$ cat src/rtl/rvv_cmd_scheduler.sv
// In-order command queue between the RVV front end and the vector backend.
// It accepts up to N aligned commands per cycle and issues one per cycle over valid/ready.
module rvv_cmd_scheduler #(
    parameter int N            = 4,
    parameter int DEPTH        = 8,
    parameter int DATA_W       = 32,
    parameter int CAPACITYBITS = $clog2(DEPTH + 1)
) (
    input  logic                         clk,
    input  logic                         rst,
    input  logic [N-1:0]                 cmd_valid_i,
    input  logic [N-1:0][DATA_W-1:0]     cmd_data_i,
    output logic [CAPACITYBITS-1:0]      queue_capacity_o,
    output logic                         issue_valid_o,
    output logic [DATA_W-1:0]            issue_data_o,
    input  logic                         issue_ready_i,
    input  logic                         flush_i,
    output logic [CAPACITYBITS-1:0]      occupancy_o,
    output logic                         overflow_o
);

    localparam int PTR_W = $clog2(DEPTH);

    logic [DATA_W-1:0]       mem [DEPTH];
    logic [PTR_W-1:0]        wr_ptr;
    logic [PTR_W-1:0]        rd_ptr;
    logic [CAPACITYBITS-1:0] count_q;
    logic [CAPACITYBITS-1:0] free;
    logic [CAPACITYBITS-1:0] k;
    logic [CAPACITYBITS-1:0] accept;
    logic                    deq;

    always_comb begin
        k = '0;
        for (int j = 0; j < N; j++) begin
            k = k + CAPACITYBITS'(cmd_valid_i[j]);
        end
    end

    // Free space comes from registered state only, so a same-cycle dequeue never makes room.
    assign free   = CAPACITYBITS'(DEPTH) - count_q;
    assign accept = (k > free) ? free : k;
    assign deq    = issue_valid_o && issue_ready_i;

    always_ff @(posedge clk or posedge rst) begin
        if (rst) begin
            wr_ptr  <= '0;
            rd_ptr  <= '0;
            count_q <= '0;
        end else if (flush_i) begin
            wr_ptr  <= '0;
            rd_ptr  <= '0;
            count_q <= '0;
        end else begin
            wr_ptr  <= wr_ptr + PTR_W'(accept);
            rd_ptr  <= rd_ptr + PTR_W'(deq);
            count_q <= count_q + accept - CAPACITYBITS'(deq);
        end
    end

    always_ff @(posedge clk or posedge rst) begin
        if (rst) begin
            overflow_o <= 1'b0;
        end else if (!flush_i && (k > free)) begin
            overflow_o <= 1'b1;
        end
    end

    // Pointer arithmetic wraps naturally because DEPTH is a power of two.
    always_ff @(posedge clk) begin
        if (!flush_i) begin
            for (int j = 0; j < N; j++) begin
                if (CAPACITYBITS'(j) < accept) begin
                    mem[wr_ptr + PTR_W'(j)] <= cmd_data_i[j];
                end
            end
        end
    end

    always_ff @(posedge clk) begin
        if (!rst) begin
            assert ((cmd_valid_i & (cmd_valid_i + N'(1))) == '0)
            else $error("rvv_cmd_scheduler: non-contiguous cmd_valid_i %b", cmd_valid_i);
        end
    end

    assign issue_valid_o    = (count_q != '0);
    assign issue_data_o     = mem[rd_ptr];
    assign occupancy_o      = count_q;
    assign queue_capacity_o = free;

endmodule

$ cat config.mk
export PLATFORM = sky130hd
export DESIGN_NAME = rvv_cmd_scheduler
export DESIGN_NICKNAME = d
export VERILOG_FILES = /design/src/rtl/rvv_cmd_scheduler.sv
export SDC_FILE = /design/constraint.sdc
export NUM_CORES = 1
export LEC_CHECK = 0
export CORE_UTILIZATION = 50
export DETAILED_ROUTE_END_ITERATION = 16
export HOLD_SLACK_MARGIN = 0.15
export PLACE_DENSITY_LB_ADDON = 0.1
export SETUP_SLACK_MARGIN = 0.05
export SLEW_MARGIN = 10
export SYNTH_ARGS = -nofsm -noshare
export SYNTH_HDL_FRONTEND = slang
export SYNTH_SLANG_ARGS = --single-unit
$ cat constraint.sdc
create_clock -name clk -period 12.55 [get_ports clk]
set_clock_uncertainty 0.1 [all_clocks]
set_input_delay 2.51 -clock clk [delete_from_list [all_inputs] [get_ports clk]]
set_output_delay 2.51 -clock clk [all_outputs]
set_load 0.01 [all_outputs]
==> results of run 1 <==
-- where the power goes --
part	leakage (nW)	total (mW)	switching [mW]	internal [mW]
clock network	0.543	0.987	0.402	0.585
registers	2.48	1.57	0.122	1.45
logic	5.00	2.45	1.51	0.943
-- worst reg2reg max path, stage by stage, from the launching register on --
cell and delay (ns):
dfrtp_1 0.51, inv_1 0.13, ha_1 0.24, xnor2_1 0.29, inv_1 0.17, ha_1 0.36, and3b_1 0.19, o21ai_1 0.71
o21ai_1 0.46, a21oi_4 0.82, buf_4 0.49, inv_1 0.14, o2111ai_4 0.12, buf_4 0.55
-- Yosys cell counts (9+ instances only) --
master	instances	area share, %
a211oi_1	70	2.8
a21oi_1	42	1.1
a221oi_1	12	0.56
a221oi_2	20	1.6
a22o_1	64	3.0
a31oi_1	122	4.0
buf_1	71	1.4
buf_2	32	0.85
clkbuf_1	126	2.5
dfrtp_1	11	1.5
edfxtp_1	256	41
ha_1	17	1.1
inv_1	116	2.3
mux2_2	32	1.9
mux2i_1	64	3.4
mux4_2	64	7.6
nand2_1	129	2.6
nand3b_1	64	2.5
nor2_1	53	1.1
o211ai_1	71	2.8
o21a_1	67	2.7
o21ai_0	76	2.0
o22ai_1	95	3.1
o2bb2ai_1	60	2.8
xnor2_1	9	0.42
-- metal layers --
layer	part of all wire [%]	wire length (um)	up-vias	global-route usage (%)
li1	-	-	7286	-
met1	37	27500	8634	50.9
met2	44	33300	1658	59.9
met3	14	10900	341	11.2
met4	4.9	3670	0	17.7
met5	0	0	-	0
-- stage by stage --
step	worst slack (ns)	util, %	hold slack (ns)
2_1_floorplan	5.19	-	0.413
3_3_place_gp	4.51	57.4	0.372
3_5_place_dp	4.43	57.4	0.389
4_1_cts	4.97	60.4	0.410
5_1_grt	4.72	60.4	0.417
6_report	4.85	60.4	0.397
-- path summary, 6_finish.rpt --
check,depth (start not counted),startpoint,to
max,13,cmd_valid_i[0],mem[6][14]$_DFFE_PP_
min,1,overflow_o$_DFFE_PP0P_,overflow_o$_DFFE_PP0P_
max reg2reg,13,occupancy_o[0]$_DFF_PP0_,mem[6][14]$_DFFE_PP_
min reg2reg,1,overflow_o$_DFFE_PP0P_,overflow_o$_DFFE_PP0P_
max in group asynchronous,2,rst,rd_ptr[0]$_DFF_PP0_
min in group asynchronous,2,rst,overflow_o$_DFFE_PP0P_
-- sequential cells by signal, indices dropped and copies added (netlist names) --
signal / count
occupancy_o: 4
rd_ptr: 3
wr_ptr: 3
overflow_o: 1
mem: 256
-- cells by family after synthesis --
| logic type | share of synthesized area [%] |
|---|---|
| AO/OA/AOI/OAI | 28.1 |
| buffers and inverters | 7.24 |
| AND/OR/NAND/NOR | 7.69 |
| flip-flops | 42.1 |
| multiplexers | 12.9 |
| adder cells (fa/ha/maj) | 1.44 |
| XOR/XNOR | 0.509 |
-- final cells by class --
| type | instances | area (um2) | area share (%) |
|---|---|---|---|
| multi-input cells | 1218 | 9910 | 44.5 |
| clock buffers | 42 | 881 | 3.96 |
| clock inverters | 20 | 218 | 0.978 |
| inverters | 117 | 440 | 1.98 |
| well taps | 504 | 631 | 2.83 |
| repair buffers | 236 | 2210 | 9.95 |
| flip-flops and latches | 267 | 7970 | 35.8 |
-- placed cells by master, fill, tap and decap left out, types with 9 or more instances in the layout --
master           netlist  routed
o2bb2ai_1             60      60
inv_1                116     116
o22ai_1               95      95
mux2_2                32      32
a211oi_1              70      70
mux2i_1               64      64
edfxtp_1             256     256
ha_1                  17      17
o21ai_0               76      76
a31oi_1              122     119
o21a_1                67      67
clkinv_2               1       9
nand2_1              129     129
a221oi_1              12      12
clkdlybuf4s50_1        0     177
buf_4                  4      59
a21oi_1               42      40
o211ai_1              71      71
xnor2_1                9       9
mux4_2                64      64
clkbuf_16              0      34
nor2_1                53      52
a22o_1                64      64
a221oi_2              20      20
nand3b_1              64      64
==> results.txt, run 1 <==
----------------------------------------------------
[Worst setup path]
  Required time of the critical path ... 12.61 ns
  Kind of cell with the highest combined delay on the critical path ... compound AO/OA/AOI/OAI gates
  Setup crit end kind ... flip-flop
  Top cell by count, worst path ... ha_1
  Chain of cells forming the critical path ... clkdlybuf4s50_1 > fa_1 > ha_1 > ha_1 > ha_1 > and3b_1 > o21ai_1 > o21ai_1 > a21oi_4 > buf_4 > inv_1 > o2111ai_4 > buf_4
  Largest fanout of any net on the critical path ... 32
  R2R setup slack ... 6.89 ns
  Critical path type ... in2reg
  Data arrival time at the worst-slack endpoint ... between 7 and 8 ns
  Slowest CP cell ... a21oi_4
  Number of buffer and inverter stages on the critical path ... 4
  Critical path launch point type ... input pin
  Worst stage delay on the critical path ... 0.82 ns

[Clock tree]
  Clock tree root driver cell ... clkbuf_16
  Number of levels the H-tree was split into ... 2
  CTS tree ... yes
  CTS Hold Buffers Added ... 0
  Latest clock arrival within the worst-skew pair ... ~0.53 ns
  Maximum buffer depth of the clock tree ... 3
  Total clock sinks ... 267
  Clock-pin slew on the worst setup and hold paths ... roughly 0.05 ns
  # resized after CTS ... 0
  Clock buffer count from CTS ... 34
  Setup Fix Bufs, Post-CTS ... 0

[Global route]
  Total GRT Usage ... 38.9%
  Initial antenna violation count ... 2
  Sum of overflow across all layers after global routing ... 0
  Via count of the first global-routing pass ... 17600
  Maximum number of pins on one net before global-route repair ... 78
  Wire length of the first global-routing pass ... 112000 um

[Power]
  Power density relative to cell area ... 225 mW/mm2
  Worst voltage drop across the vdd grid ... 0.216 mV
  Total power after layout ... ~5.0 mW
  Static leakage ... around 8.0 nW

[Synthesis]
  Mean Syn Cell Area ... 10.3 um2
  Yosys reg bits ... 267
  Proportion of register bits with asynchronous set or reset after synthesis ... 4.12%
  Yosys warnings ... 0
  Post-synth EDFFs ... about 260
  Synthesized cell area ... 0.0189 mm2
  Most used DFF post-synth ... edfxtp_1
  Post-synth cell types ... 61
  Proportion of synthesized chip area in sequential cells ... 42.1%
  Post-synthesis cell count ... 1835
  Net count after synthesis ... 1991

[Finish]
  Filler cell count ... approximately 3100
  Proportion of layout cells with a drive suffix above 1 ... 14.2%
  Net count of the finished layout ... 2030
  # diodes ... 0
  Post-route cell area ... about 0.022 mm2
  Synthesis-to-finish area growth ... 17.7%
  Post-Layout Cell Count ... 2404

[Die]
  Number of core rows ... 70
  Height of the chip ... 196 um
  Top-Level Pins ... 178
  Horiz. Die Dim ... roughly 200 um
  Starting density of the core ... 51.3%
  Die Outline Area ... 0.0386 mm2
  Core outline area ... between 0.03 and 0.04 mm2

[Place]
  Area of placed instances ... around 0.021 mm2
  DP Cell Count ... approximately 2300
  Hpwl dp ... 43800 um
  Quantity of I/O buffers inserted on ports ... ~180
  Routability congestion estimate from global placement ... approximately 0.9

[Timing]
  Transition at the pin with the smallest max-transition slack ... 1.27 ns
  Endpoints failing setup ... 0
  Share of the cycle needed by the critical path after routing ... 61.4%
  Max_slew headroom ... 15.3%
  Setup repair after global routing missed its margin ... no
  Sum of negative setup slack ... 0 ns
  Final Max Tran Viols ... 0
  Final worst path period need ... 7.70 ns
  Fmax ... 130 MHz
  Final-report hold violation count ... 0

[Drt]
  Via-to-Cell Ratio ... 7.45
  First-pass iteration count of the detailed router ... 9
  Drt first-iter violations ... about 2900
  Number of antenna-violating nets in the routed design ... 0
  Wirelength, routed ... about 75000 um
  DRC Markers ... 0
  Total vias in the final route ... 17900
  Average routed wire per standard cell ... roughly 31 um

[Flow run]
  Count of maximum capacitance violations ... 0

[Status]
  Status ... finished, final reports clean

[Worst hold path]
  HP Class ... reg2reg

----------------------------------------------------
Power figures use the tool's default switching activity.
==> inputs of run 2 (changes only) <==
==> constraint.sdc (replaced) <==
create_clock -name clk -period 6.42 [get_ports clk]
set_clock_uncertainty 0.1 [all_clocks]
set_input_delay 1.284 -clock clk [delete_from_list [all_inputs] [get_ports clk]]
set_output_delay 1.284 -clock clk [all_outputs]
set_load 0.01 [all_outputs]
==> results.txt, run 2 (synthesis gave the netlist of run 1 again) <==
----------------------------------------------------
[Status]
  Status ... finished, final reports clean

[Global route]
  Via count of the first global-routing pass ... 17600 (+0.23%)
  Maximum number of pins on one net before global-route repair ... 50 (-36%)
  Total GRT Usage ... 39.2% (+0.26 points)
  Initial antenna violation count ... 1 (-1)
  Sum of overflow across all layers after global routing ... 0 (unchanged)
  Wire length of the first global-routing pass ... 112000 um (+0.36%)

[Timing]
  Fin worst setup slack ... 0.845 ns (-4.01 ns)
  Transition at the pin with the smallest max-transition slack ... 1.18 ns (-0.0915 ns)
  Setup repair after global routing missed its margin ... no
  Fmax ... 179 MHz
  Sum of negative setup slack ... 0 ns (unchanged)
  Final worst path period need ... 5.57 ns
  Final-report hold violation count ... 0 (unchanged)
  Max_slew headroom ... 21.4% (+6.1 points)
  Final Max Tran Viols ... 0 (unchanged)
  Share of the cycle needed by the critical path after routing ... 86.8%
  Endpoints failing setup ... 0 (unchanged)

[Clock tree]
  Total clock sinks ... 267 (unchanged)
  Number of levels the H-tree was split into ... 1 (-1)
  Clock tree root driver cell ... clkbuf_16
  Clock-pin slew on the worst setup and hold paths ... 0.06 ns (about the same)
  Maximum buffer depth of the clock tree ... 3 (unchanged)
  Setup Fix Bufs, Post-CTS ... 0 (unchanged)
  # resized after CTS ... 0 (unchanged)
  Clock buffer count from CTS ... 31 (-8.8%)
  CTS Hold Buffers Added ... 0 (unchanged)
  CTS tree ... yes
  Latest clock arrival within the worst-skew pair ... 0.58 ns (+0.05 ns)

[Finish]
  Max FFs per register ... 256 (unchanged)
  Proportion of layout cells with a drive suffix above 1 ... 14.7% (+0.51 points)
  Most frequent standard cell in the layout excluding fill and tap cells ... edfxtp_1
  # diodes ... 0 (unchanged)
  Biggest register ... mem
  Net count of the finished layout ... 2054 (+1.2%)
  Synthesis-to-finish area growth ... 19.0%
  Commonest cells after routing, fill and taps aside ... 256 x edfxtp_1, 177 x clkdlybuf4s50_1, 129 x nand2_1, 119 x a31oi_1, 116 x inv_1

[Worst setup path]
  Required time of the critical path ... 6.59 ns (-6.02 ns)
  Worst stage delay on the critical path ... 0.99 ns (+0.17 ns)
  Top cell by count, worst path ... ha_1
  Setup crit end kind ... flip-flop
  Data arrival time at the worst-slack endpoint ... 5.75 ns (-2.01 ns)
  Chain of cells forming the critical path ... clkdlybuf4s50_1 > fa_1 > ha_1 > ha_1 > ha_1 > and3b_1 > o21a_1 > a211oi_1 > o21bai_4 > buf_12 > o2111ai_4 > buf_12
  Slowest CP cell ... a211oi_1
  Critical path launch point type ... input pin
  Largest fanout of any net on the critical path ... 49 (+53%)
  Critical path type ... in2reg

[Place]
  Dpl ws ... 0.341 ns (-4.09 ns)
  Quantity of I/O buffers inserted on ports ... 177 (unchanged)
  Routability congestion estimate from global placement ... 0.891 (+1.3%)
  Hpwl dp ... 45300 um (+3.3%)

[Power]
  Worst voltage drop across the vdd grid ... 0.444 mV (+110%)
  Static leakage ... 8.14 nW (+1.5%)
  Power density relative to cell area ... 433 mW/mm2 (+92%)

[Drt]
  First-pass iteration count of the detailed router ... 6 (-3)
  Via-to-Cell Ratio ... 7.31 (-1.9%)
  Wirelength, routed ... 76000 um (+0.72%)
  Drt first-iter violations ... 2586 (-9.6%)
  Average routed wire per standard cell ... 31.3 um (-0.19%)
  Number of antenna-violating nets in the routed design ... 0 (unchanged)
  DRC Markers ... 0 (unchanged)
  Total vias in the final route ... 17700 (-0.97%)

[Die]
  Top-Level Pins ... 178 (unchanged)
  Horiz. Die Dim ... 196 um (unchanged)
  Height of the chip ... 196 um (unchanged)
  Number of core rows ... 70 (unchanged)
  Die Outline Area ... 0.0386 mm2 (unchanged)
  Starting density of the core ... 51.3% (unchanged)
  Core outline area ... 0.0369 mm2 (unchanged)

[Worst hold path]
  HP Class ... reg2reg

[Flow run]
  Count of maximum capacitance violations ... 0 (unchanged)

----------------------------------------------------
-- run 2: cell count changes in the layout (fill, tap and decap cells not counted) --
cell       change
clkinv_8       -1
clkinv_4       -1
inv_16         +1
clkbuf_16      -3
clkinv_1       +2
bufinv_16      -2
inv_6          -2
clkbuf_1       +7
clkinv_2       -6
buf_12        +16
buf_4         +11
-- run 2: worst max-delay path: cells and delay by family --
kind                       cells  cell delay, ns
adders and majority gates      4            1.36
and+or+nand+nor                1            0.20
buffers and inverters          3            1.00
AOI/OAI and AO/OA              4            1.82
-- run 2: layout make-up --
cell class,count,area [um2]
Tap cell,504,631
Clock buffer,46,832
Clock inverter,11,113
Fill cell,3024,14400
Multi-Input combinational cell,1218,9910
Inverter,117,440
Sequential cell,267,7970
Timing Repair Buffer,263,2620
-- run 2: path summary, 6_finish.rpt --
| kind | from | to | slack [ns] | cells past startpoint |
|---|---|---|---|---|
| min in group asynchronous | rst | overflow_o$_DFFE_PP0P_ | 0.89 | 2 |
| max in group asynchronous | rst | rd_ptr[0]$_DFF_PP0_ | 4.99 | 2 |
| worst max-delay path | cmd_valid_i[0] | mem[1][12]$_DFFE_PP_ | 0.85 | 12 |
| worst max register to register | occupancy_o[0]$_DFF_PP0_ | mem[1][12]$_DFFE_PP_ | 1.58 | 12 |
| worst min-delay path | overflow_o$_DFFE_PP0P_ | overflow_o$_DFFE_PP0P_ | 0.41 | 1 |
| worst min register to register | overflow_o$_DFFE_PP0P_ | overflow_o$_DFFE_PP0P_ | 0.41 | 1 |
-- run 2: metrics by stage --
stage / total power, mW / instances / area, um2 / util (%) / hold slack, ns
final: 9.74 / 2426 / 22500 / 61.1 / 0.411
after global routing: 10.1 / 2426 / 22500 / 61.1 / 0.453
after CTS: 9.62 / 2426 / 22500 / 61.1 / 0.419
after detailed placement: 7.92 / 2369 / 21600 / 58.5 / 0.391
after global placement: 7.79 / 2369 / 21600 / 58.5 / 0.390
after floorplan: 5.90 / 1835 / 18900 / - / 0.413
-- run 2: routing by layer --
metal  GRT usage, %  share of wire [%]  up-vias
met1           52.0                 37     8572
li1               -                  -     7340
met3           8.80                 14      307
met5              0              0.014        -
met4           17.9                4.8        2
met2           61.2                 45     1525
-- run 2: where the power goes --
part	switching (mW)	internal (mW)	leakage (nW)
combinational	2.95	1.98	5.20
sequential	0.275	2.83	2.48
clock	0.743	0.972	0.455
